## config.mk

```make
export PLATFORM = sky130hd
export DESIGN_NAME = toetsenbord_tx
export DESIGN_NICKNAME = d
export VERILOG_FILES = /design/src/rtl/toetsenbord_tx.sv
export SDC_FILE = /design/constraint.sdc
export NUM_CORES = 1
export LEC_CHECK = 0
export BUFFER_PORTS_ARGS = -buffer_cell sky130_fd_sc_hd__buf_4
export CAP_MARGIN = 20
export CORE_MARGIN = 2
export CORE_UTILIZATION = 40
export CTS_BUF_LIST = sky130_fd_sc_hd__clkbuf_8
export CTS_CLUSTER_SIZE = 30
export DETAILED_ROUTE_END_ITERATION = 10
export GPL_TIMING_DRIVEN = 0
export PLACE_DENSITY = 0.61
export REMOVE_ABC_BUFFERS = 1
export SETUP_SLACK_MARGIN = 0.05
export SYNTH_ARGS = -nofsm -noshare
export SYNTH_HDL_FRONTEND = slang
export SYNTH_SLANG_ARGS = --single-unit
```

## constraint.sdc

```tcl
create_clock -name clk -period 6.45 [get_ports clk]
set_input_delay 0.645 -clock clk [delete_from_list [all_inputs] [get_ports clk]]
set_output_delay 0.645 -clock clk [all_outputs]
set_load 0.1 [all_outputs]
```

## src/rtl/toetsenbord_tx.sv

```systemverilog
// PS/2 host-to-device command transmitter with a small status/interrupt slave port.
// The host inhibits the bus, then shifts start/data/parity/stop on device clock edges and checks the ACK.
module toetsenbord_tx #(
    parameter int unsigned INHIBIT_CYCLES = 5000,
    parameter int unsigned TIMEOUT_CYCLES = 750000
) (
    input  logic       clk,
    input  logic       reset,
    input  logic       s_cs_n,
    input  logic       s_write,
    input  logic [7:0] s_writedata,
    input  logic       s_read,
    output logic [7:0] s_readdata,
    output logic       irq,
    input  logic       kc,
    input  logic       kd,
    output logic       kc_oe,
    output logic       kd_oe
);

    localparam int unsigned IW = $clog2(INHIBIT_CYCLES + 1);
    localparam int unsigned TW = $clog2(TIMEOUT_CYCLES + 1);
    localparam logic [IW-1:0] I_LAST = IW'(INHIBIT_CYCLES - 1);
    localparam logic [TW-1:0] T_LAST = TW'(TIMEOUT_CYCLES - 1);

    typedef enum logic [2:0] {IDLE, INHIBIT, SHIFT, ACK, WAIT_IDLE} state_t;

    state_t        state_q, state_d;
    logic [7:0]    data_q, data_d;
    logic          par_q, par_d;
    logic [3:0]    n_q, n_d;
    logic [IW-1:0] icnt_q, icnt_d;
    logic [TW-1:0] tcnt_q, tcnt_d;
    logic          kc_oe_q, kc_oe_d, kd_oe_q, kd_oe_d;
    logic          busy_q, busy_d, done_q, done_d, ack_err_q, ack_err_d;
    logic          timeout_q, timeout_d, dropped_q, dropped_d, irq_q, irq_d;
    logic          kc_m, kc_s, kc_d, kd_m, kd_s;
    logic          fall, wr, rd, abort;

    assign fall = kc_d & ~kc_s;
    assign wr   = ~s_cs_n & s_write;
    assign rd   = ~s_cs_n & s_read;

    always_comb begin
        state_d   = state_q;
        data_d    = data_q;
        par_d     = par_q;
        n_d       = n_q;
        icnt_d    = icnt_q;
        tcnt_d    = tcnt_q;
        kc_oe_d   = kc_oe_q;
        kd_oe_d   = kd_oe_q;
        busy_d    = busy_q;
        done_d    = done_q;
        ack_err_d = ack_err_q;
        timeout_d = timeout_q;
        dropped_d = dropped_q;
        irq_d     = irq_q;
        abort     = 1'b0;

        // Read-clear is applied first so any flag set later in this cycle wins.
        if (rd) begin
            done_d    = 1'b0;
            ack_err_d = 1'b0;
            timeout_d = 1'b0;
            dropped_d = 1'b0;
            irq_d     = 1'b0;
        end

        case (state_q)
            IDLE: begin
                kc_oe_d = 1'b0;
                kd_oe_d = 1'b0;
                if (wr) begin
                    data_d    = s_writedata;
                    par_d     = ~^s_writedata;
                    busy_d    = 1'b1;
                    done_d    = 1'b0;
                    ack_err_d = 1'b0;
                    timeout_d = 1'b0;
                    dropped_d = 1'b0;
                    irq_d     = 1'b0;
                    icnt_d    = '0;
                    kc_oe_d   = 1'b1;
                    state_d   = INHIBIT;
                end
            end
            INHIBIT: begin
                if (icnt_q == I_LAST) begin
                    kc_oe_d = 1'b0;
                    kd_oe_d = 1'b1;
                    n_d     = '0;
                    tcnt_d  = '0;
                    state_d = SHIFT;
                end else begin
                    icnt_d = icnt_q + 1'b1;
                end
            end
            SHIFT: begin
                if (fall) begin
                    tcnt_d = '0;
                    n_d    = n_q + 4'd1;
                    if (n_q < 4'd8) begin
                        kd_oe_d = ~data_q[n_q[2:0]];
                    end else if (n_q == 4'd8) begin
                        kd_oe_d = ~par_q;
                    end else begin
                        kd_oe_d = 1'b0;
                        state_d = ACK;
                    end
                end else if (tcnt_q == T_LAST) begin
                    abort = 1'b1;
                end else begin
                    tcnt_d = tcnt_q + 1'b1;
                end
            end
            ACK: begin
                if (fall) begin
                    tcnt_d = '0;
                    if (kd_s) ack_err_d = 1'b1;
                    state_d = WAIT_IDLE;
                end else if (tcnt_q == T_LAST) begin
                    abort = 1'b1;
                end else begin
                    tcnt_d = tcnt_q + 1'b1;
                end
            end
            WAIT_IDLE: begin
                if (kc_s && kd_s) begin
                    busy_d  = 1'b0;
                    done_d  = 1'b1;
                    irq_d   = 1'b1;
                    state_d = IDLE;
                end else if (fall) begin
                    tcnt_d = '0;
                end else if (tcnt_q == T_LAST) begin
                    abort = 1'b1;
                end else begin
                    tcnt_d = tcnt_q + 1'b1;
                end
            end
            default: state_d = IDLE;
        endcase

        if (abort) begin
            kc_oe_d   = 1'b0;
            kd_oe_d   = 1'b0;
            timeout_d = 1'b1;
            busy_d    = 1'b0;
            irq_d     = 1'b1;
            state_d   = IDLE;
        end

        if (wr && state_q != IDLE) dropped_d = 1'b1;
    end

    always_ff @(posedge clk) begin
        if (reset) begin
            state_q   <= IDLE;
            data_q    <= '0;
            par_q     <= 1'b0;
            n_q       <= '0;
            icnt_q    <= '0;
            tcnt_q    <= '0;
            kc_oe_q   <= 1'b0;
            kd_oe_q   <= 1'b0;
            busy_q    <= 1'b0;
            done_q    <= 1'b0;
            ack_err_q <= 1'b0;
            timeout_q <= 1'b0;
            dropped_q <= 1'b0;
            irq_q     <= 1'b0;
            kc_m      <= 1'b1;
            kc_s      <= 1'b1;
            kc_d      <= 1'b1;
            kd_m      <= 1'b1;
            kd_s      <= 1'b1;
        end else begin
            state_q   <= state_d;
            data_q    <= data_d;
            par_q     <= par_d;
            n_q       <= n_d;
            icnt_q    <= icnt_d;
            tcnt_q    <= tcnt_d;
            kc_oe_q   <= kc_oe_d;
            kd_oe_q   <= kd_oe_d;
            busy_q    <= busy_d;
            done_q    <= done_d;
            ack_err_q <= ack_err_d;
            timeout_q <= timeout_d;
            dropped_q <= dropped_d;
            irq_q     <= irq_d;
            kc_m      <= kc;
            kc_s      <= kc_m;
            kc_d      <= kc_s;
            kd_m      <= kd;
            kd_s      <= kd_m;
        end
    end

    assign kc_oe      = kc_oe_q;
    assign kd_oe      = kd_oe_q;
    assign irq        = irq_q;
    assign s_readdata = {3'b000, dropped_q, timeout_q, ack_err_q, done_q, busy_q};

endmodule

```

== After elaboration in Yosys (flattened, before gate mapping) ==
Cells that the tools add are included.
W data, S select, Z words.

* Register bits after elaboration: 62
* Output and inout port bits: 11
* Logic and storage cells: 125

* $add $sub $neg: 3
* Order comparisons: 2
* Equal/unequal tests: 16
* Multiplexer cells: 58
* Bitwise operators: 7
* Reduce and logical (&&, ||, !) cells: 20

{| class="wikitable"
|+ Operators by type and width
! operator !! number
|-
| $mux W20 || 4
|-
| $pmux W20 S3 || 1
|-
| $mux W1 || 31
|-
| $mux W13 || 2
|-
| $pmux W13 S2 || 1
|-
| $mux W3 || 7
|-
| $add A20 B1 Y20 const B || 1
|-
| $eq A20 B20 Y1 const B || 1
|-
| $ne A2 B2 Y1 const B || 9
|-
| $pmux W3 S5 || 1
|-
| $reduce_and A3 Y1 || 5
|-
| $add A13 B1 Y13 const B || 1
|-
| $eq A13 B13 Y1 const B || 1
|-
| $pmux W1 S2 || 6
|-
| $reduce_bool A3 Y1 || 3
|-
| $mux W4 || 2
|-
| $pmux W4 S2 || 1
|-
| $reduce_xnor A8 Y1 || 1
|-
| $reduce_and A7 Y1 || 1
|-
| $eq A3 B2 Y1 const B || 2
|-
| $reduce_bool A2 Y1 || 3
|-
| $add A4 B1 Y4 const B || 1
|-
| $eq A4 B4 Y1 const B || 1
|-
| $lt A3 B4 Y1 const B || 1
|-
| 11 further kinds || 19
|}

== Logic depth before layout (Yosys ltp) ==
* Depth in word-level cells: 6
* Gate-level depth with buffers: 9
* Depth with buffers taken out: 7

== Worst setup path before layout ==
OpenSTA, ideal clock, no wires.

* Path type: register -> register
* Start point: register icnt_q[0]
* End point: register tcnt_q[19]
* Data arrival time: 1.964 ns
* Setup slack: 4.419 ns
* Stages on the path, launching flop included: 9
* Path buffers: 2
* Cell sequence: dfxtp_1 > ha_1 > and4_1 > clkbuf_1 > and4_1 > o22ai_1 > buf_6 > or4_4 > a21oi_2

* Longest elaborated chain between the ends: 3

{| class="wikitable"
|+ Ends and longest elaborated chain
! item !! RTL line !! source
|-
| from (decl) || 32 || <nowiki>logic [IW-1:0] icnt_q, icnt_d;</nowiki>
|-
| from (signal assigned) || 183 || <nowiki>icnt_q <= icnt_d;</nowiki>
|-
| $eq A13 B13 Y1 || 89 || <nowiki>if (icnt_q == I_LAST) begin</nowiki>
|-
| $ne A2 B2 Y1 (no source line) || -- ||
|-
| $reduce_and A3 Y1 (no source line) || -- ||
|-
| to (signal assigned) || 184 || <nowiki>tcnt_q <= tcnt_d;</nowiki>
|-
| to (decl) || 33 || <nowiki>logic [TW-1:0] tcnt_q, tcnt_d;</nowiki>
|}

Every way passes these cells.
A chain may end at the register's enable or synchronous reset.

== Worst setup path after layout ==
* Start point: register state_q[1]
* End point: register tcnt_q[15]

* Longest elaborated chain between the ends: 4
* Elaborated cells between the ends (all ways): 10

{| class="wikitable"
|+ Ends and longest elaborated chain
! item !! RTL line !! source
|-
| from (decl) || 28 || <nowiki>state_t state_q, state_d;</nowiki>
|-
| from (signal assigned) || 179 || <nowiki>state_q <= state_d;</nowiki>
|-
| $eq A3 B2 Y1 || 70 || <nowiki>case (state_q)</nowiki>
|-
| $reduce_or A2 Y1 (no source line) || -- ||
|-
| $reduce_bool A3 Y1 (no source line) || -- ||
|-
| $reduce_and A3 Y1 (no source line) || -- ||
|}

Parallel ways exist; a longest one is shown, timed or not.

==> flow_summary.yaml <==
outcome:
  status: "finished clean"
route:
  vias: 2784
  totalWireLength_microns: 7180
  first_iter_violations: 96
  routedWlPerCell_microns: 14.3
  vias_per_cell: 5.55
  dr.pass1.iters: 4
  drc: 0
  final_antenna_net_count: 0
cells_and_area:
  finish.utilization_pct: 47.1
  final_cell_mix: "62 x dfxtp_1, 41 x nand2_1, 31 x a21oi_1"
  layout_commonest_cell: "dfxtp_1"
  n_antenna_cell: 0
  area_growth_pct: 12.5
  drive_gt1_share_pct: 14.2
  nNetsFinal: 414
  fin_cells: 502
power:
  powerDensity_nw_per_um2: 295
  ir_drop_uv: 232
  p_leak_nw: 1.26
sta:
  setup_slack_ps: 3760
  slew_headroom_pct: 46.7
  period_needed_ps: 2690
  fin_crit_sh_pct: 41.7
  hold_viol: 0
  finalSetupViolations: 0
  fin_hold_ws_ps: 413
  maxClockFrequency_mhz: 372
  skew_ps: 11.3
  tightest_slew_ps: 798
  rsz0062_at_grt: "false"
  drv_slew: 0
  tns_ps: 0
setup_path:
  critPathKind: "reg -> reg"
  crit_family: "simple AND/OR/NAND/NOR gates"
  crit_path_max_fanout: 12
  path_buf_inv: 1
  cpPeakStageDelay_ps: 710
  critical_path_arrival_ps: 2950
  end_kind: "flop"
  crit_chain: "nor2b_1 > a21o_1 > o22ai_1 > buf_6 > or4_1 > a21oi_1"
  slowest_stage: "nor2b_1"
  cp-start-kind: "flop"
  required_ps: 6720
clock_tree:
  clk_pin_slew_ps: 70
  clockBufferDepth: 2
  cts_sinks: 62
  ctsHoldBuffers: 0
  cts_root_buffer: "clkbuf_8"
  cts_tree: "yes"
  clkLatencyLatePin_ps: 350
  h-tree-depth: 3
  numCtsBuffers: 9
  post_cts_buffers: 0
  cts_resized: 0
floorplanning:
  core_sq_um: 7810
  die_h_microns: 94.4
  die_w_microns: 94.4
  ioPinCount: 26
  die_area_sq_um: 8920
  initial_core_util_pct: 41.9
  rows: 32
global_routing:
  antenna_found_initial: 0
  grt_pass1_vias: 2681
  grt_pass1_wl_microns: 12400
  globalRouteTotalUtil_pct: 17.7
  grt_max_degree: 28
  grt-ovfl-total: 0
min_path:
  hold_path.class: "reg -> reg"
logic_synthesis:
  ys_seq_area_share_pct: 37.9
  ys_ff_latch: 62
  synth_cells: 381
  ys.flop_type: "dfxtp_1"
  synth_edf_count: 0
  ys_types: 56
  yosysWarnings: 0
  syn_area_per_cell_sq_um: 8.59
  async_flop_share_pct: 0
  syn_area_sq_um: 3270
flow_run:
  maxCapViolCount: 0
placement:
  place_inst: 485
  place_ws_ps: 3590
  gp_congestion: 0.822
  numPortBuffers: 22
  dpl.hpwl_microns: 5080
[metal layers]
layer  routed length, microns  up-vias  GRT usage (%)  part of all wire, %
li1                         -     1421              -                    -
met1                     3460     1304           22.4                   48
met2                     3330       46           28.4                   46
met3                      259       13           4.87                  3.6
met4                      138        0           7.49                  1.9
met5                        0        -              0                    0
[cell families (layout without fill, tap and decap cells)]
kind of cell | after synthesis | after routing | synth area share [%]
xor gates and xnor gates | 21 | 21 | 5.62
other | 1 | 3 | 0.115
DFF | 62 | 62 | 37.9
adders and majority gates | 4 | 4 | 1.53
and+or+nand+nor | 175 | 175 | 30.8
buffers and inverters | 30 | 47 | 4.70
AOI/OAI and AO/OA | 80 | 80 | 16.1
muxes | 8 | 8 | 3.21
[registers in the layout, indices dropped and copies added (netlist names), 3 cells and up]
signal	flops
n_q	4
tcnt_q	20
icnt_q	13
data_q	8
state_q	3
[synth_stat cells (3+ instances only)]
library cell / number / area share [%]
o22ai_1: 3 / 0.57
buf_2: 3 / 0.46
nand4_1: 10 / 1.9
nand2b_1: 7 / 1.3
nor2_1: 27 / 3.1
nor2b_1: 5 / 0.96
ha_1: 4 / 1.5
and3_1: 6 / 1.1
nor3b_1: 3 / 0.69
a21boi_0: 3 / 0.69
o211ai_1: 5 / 1.1
and2_1: 3 / 0.57
dfxtp_1: 62 / 38
o21ai_0: 10 / 1.5
a211oi_1: 3 / 0.69
a21oi_1: 31 / 4.7
nand3_1: 21 / 3.2
and4_1: 10 / 2.7
mux2i_1: 6 / 1.8
or4_1: 10 / 2.3
or3_1: 5 / 0.96
buf_4: 8 / 1.8
clkbuf_1: 12 / 1.4
xor2_1: 5 / 1.3
xnor2_1: 16 / 4.3
or2_2: 5 / 0.96
nor3_1: 7 / 1.1
nand2_1: 41 / 4.7
o31ai_1: 9 / 2.1
inv_1: 6 / 0.69
[path summary, 6_finish.rpt]
kind	startpoint	end	slack, ps	cells after the start
worst max-delay path	state_q[1]	tcnt_q[15]	3760	6
worst min-delay path	kc_m	kc_s	410	1
worst max register to register	state_q[1]	tcnt_q[15]	3760	6
worst min register to register	kc_m	kc_s	410	1
[stage by stage]
step | power [mW] | area [sq um]
6_report | 1.09 | 3680
5_1_grt | 1.15 | 3680
4_1_cts | 1.10 | 3670
3_5_place_dp | 0.719 | 3460
3_3_place_gp | 0.708 | 3440
2_1_floorplan | 0.642 | 3150
[layout make-up]
class / count / area [sq um]
Sequential cell: 62 / 1240
Tap cell: 102 / 128
Clock inverter: 7 / 90.1
Fill cell: 802 / 4130
Multi-Input combinational cell: 291 / 1880
Inverter: 6 / 22.5
Timing Repair Buffer: 25 / 191
Clock buffer: 9 / 124
[where the power goes]
group	leakage (nW)	internal, mW	switching, mW
sequential	0.502	0.407	0.0387
clock	0.110	0.215	0.161
combinational	0.647	0.0876	0.177
Note: power is estimated with default switching activity, not from simulation.
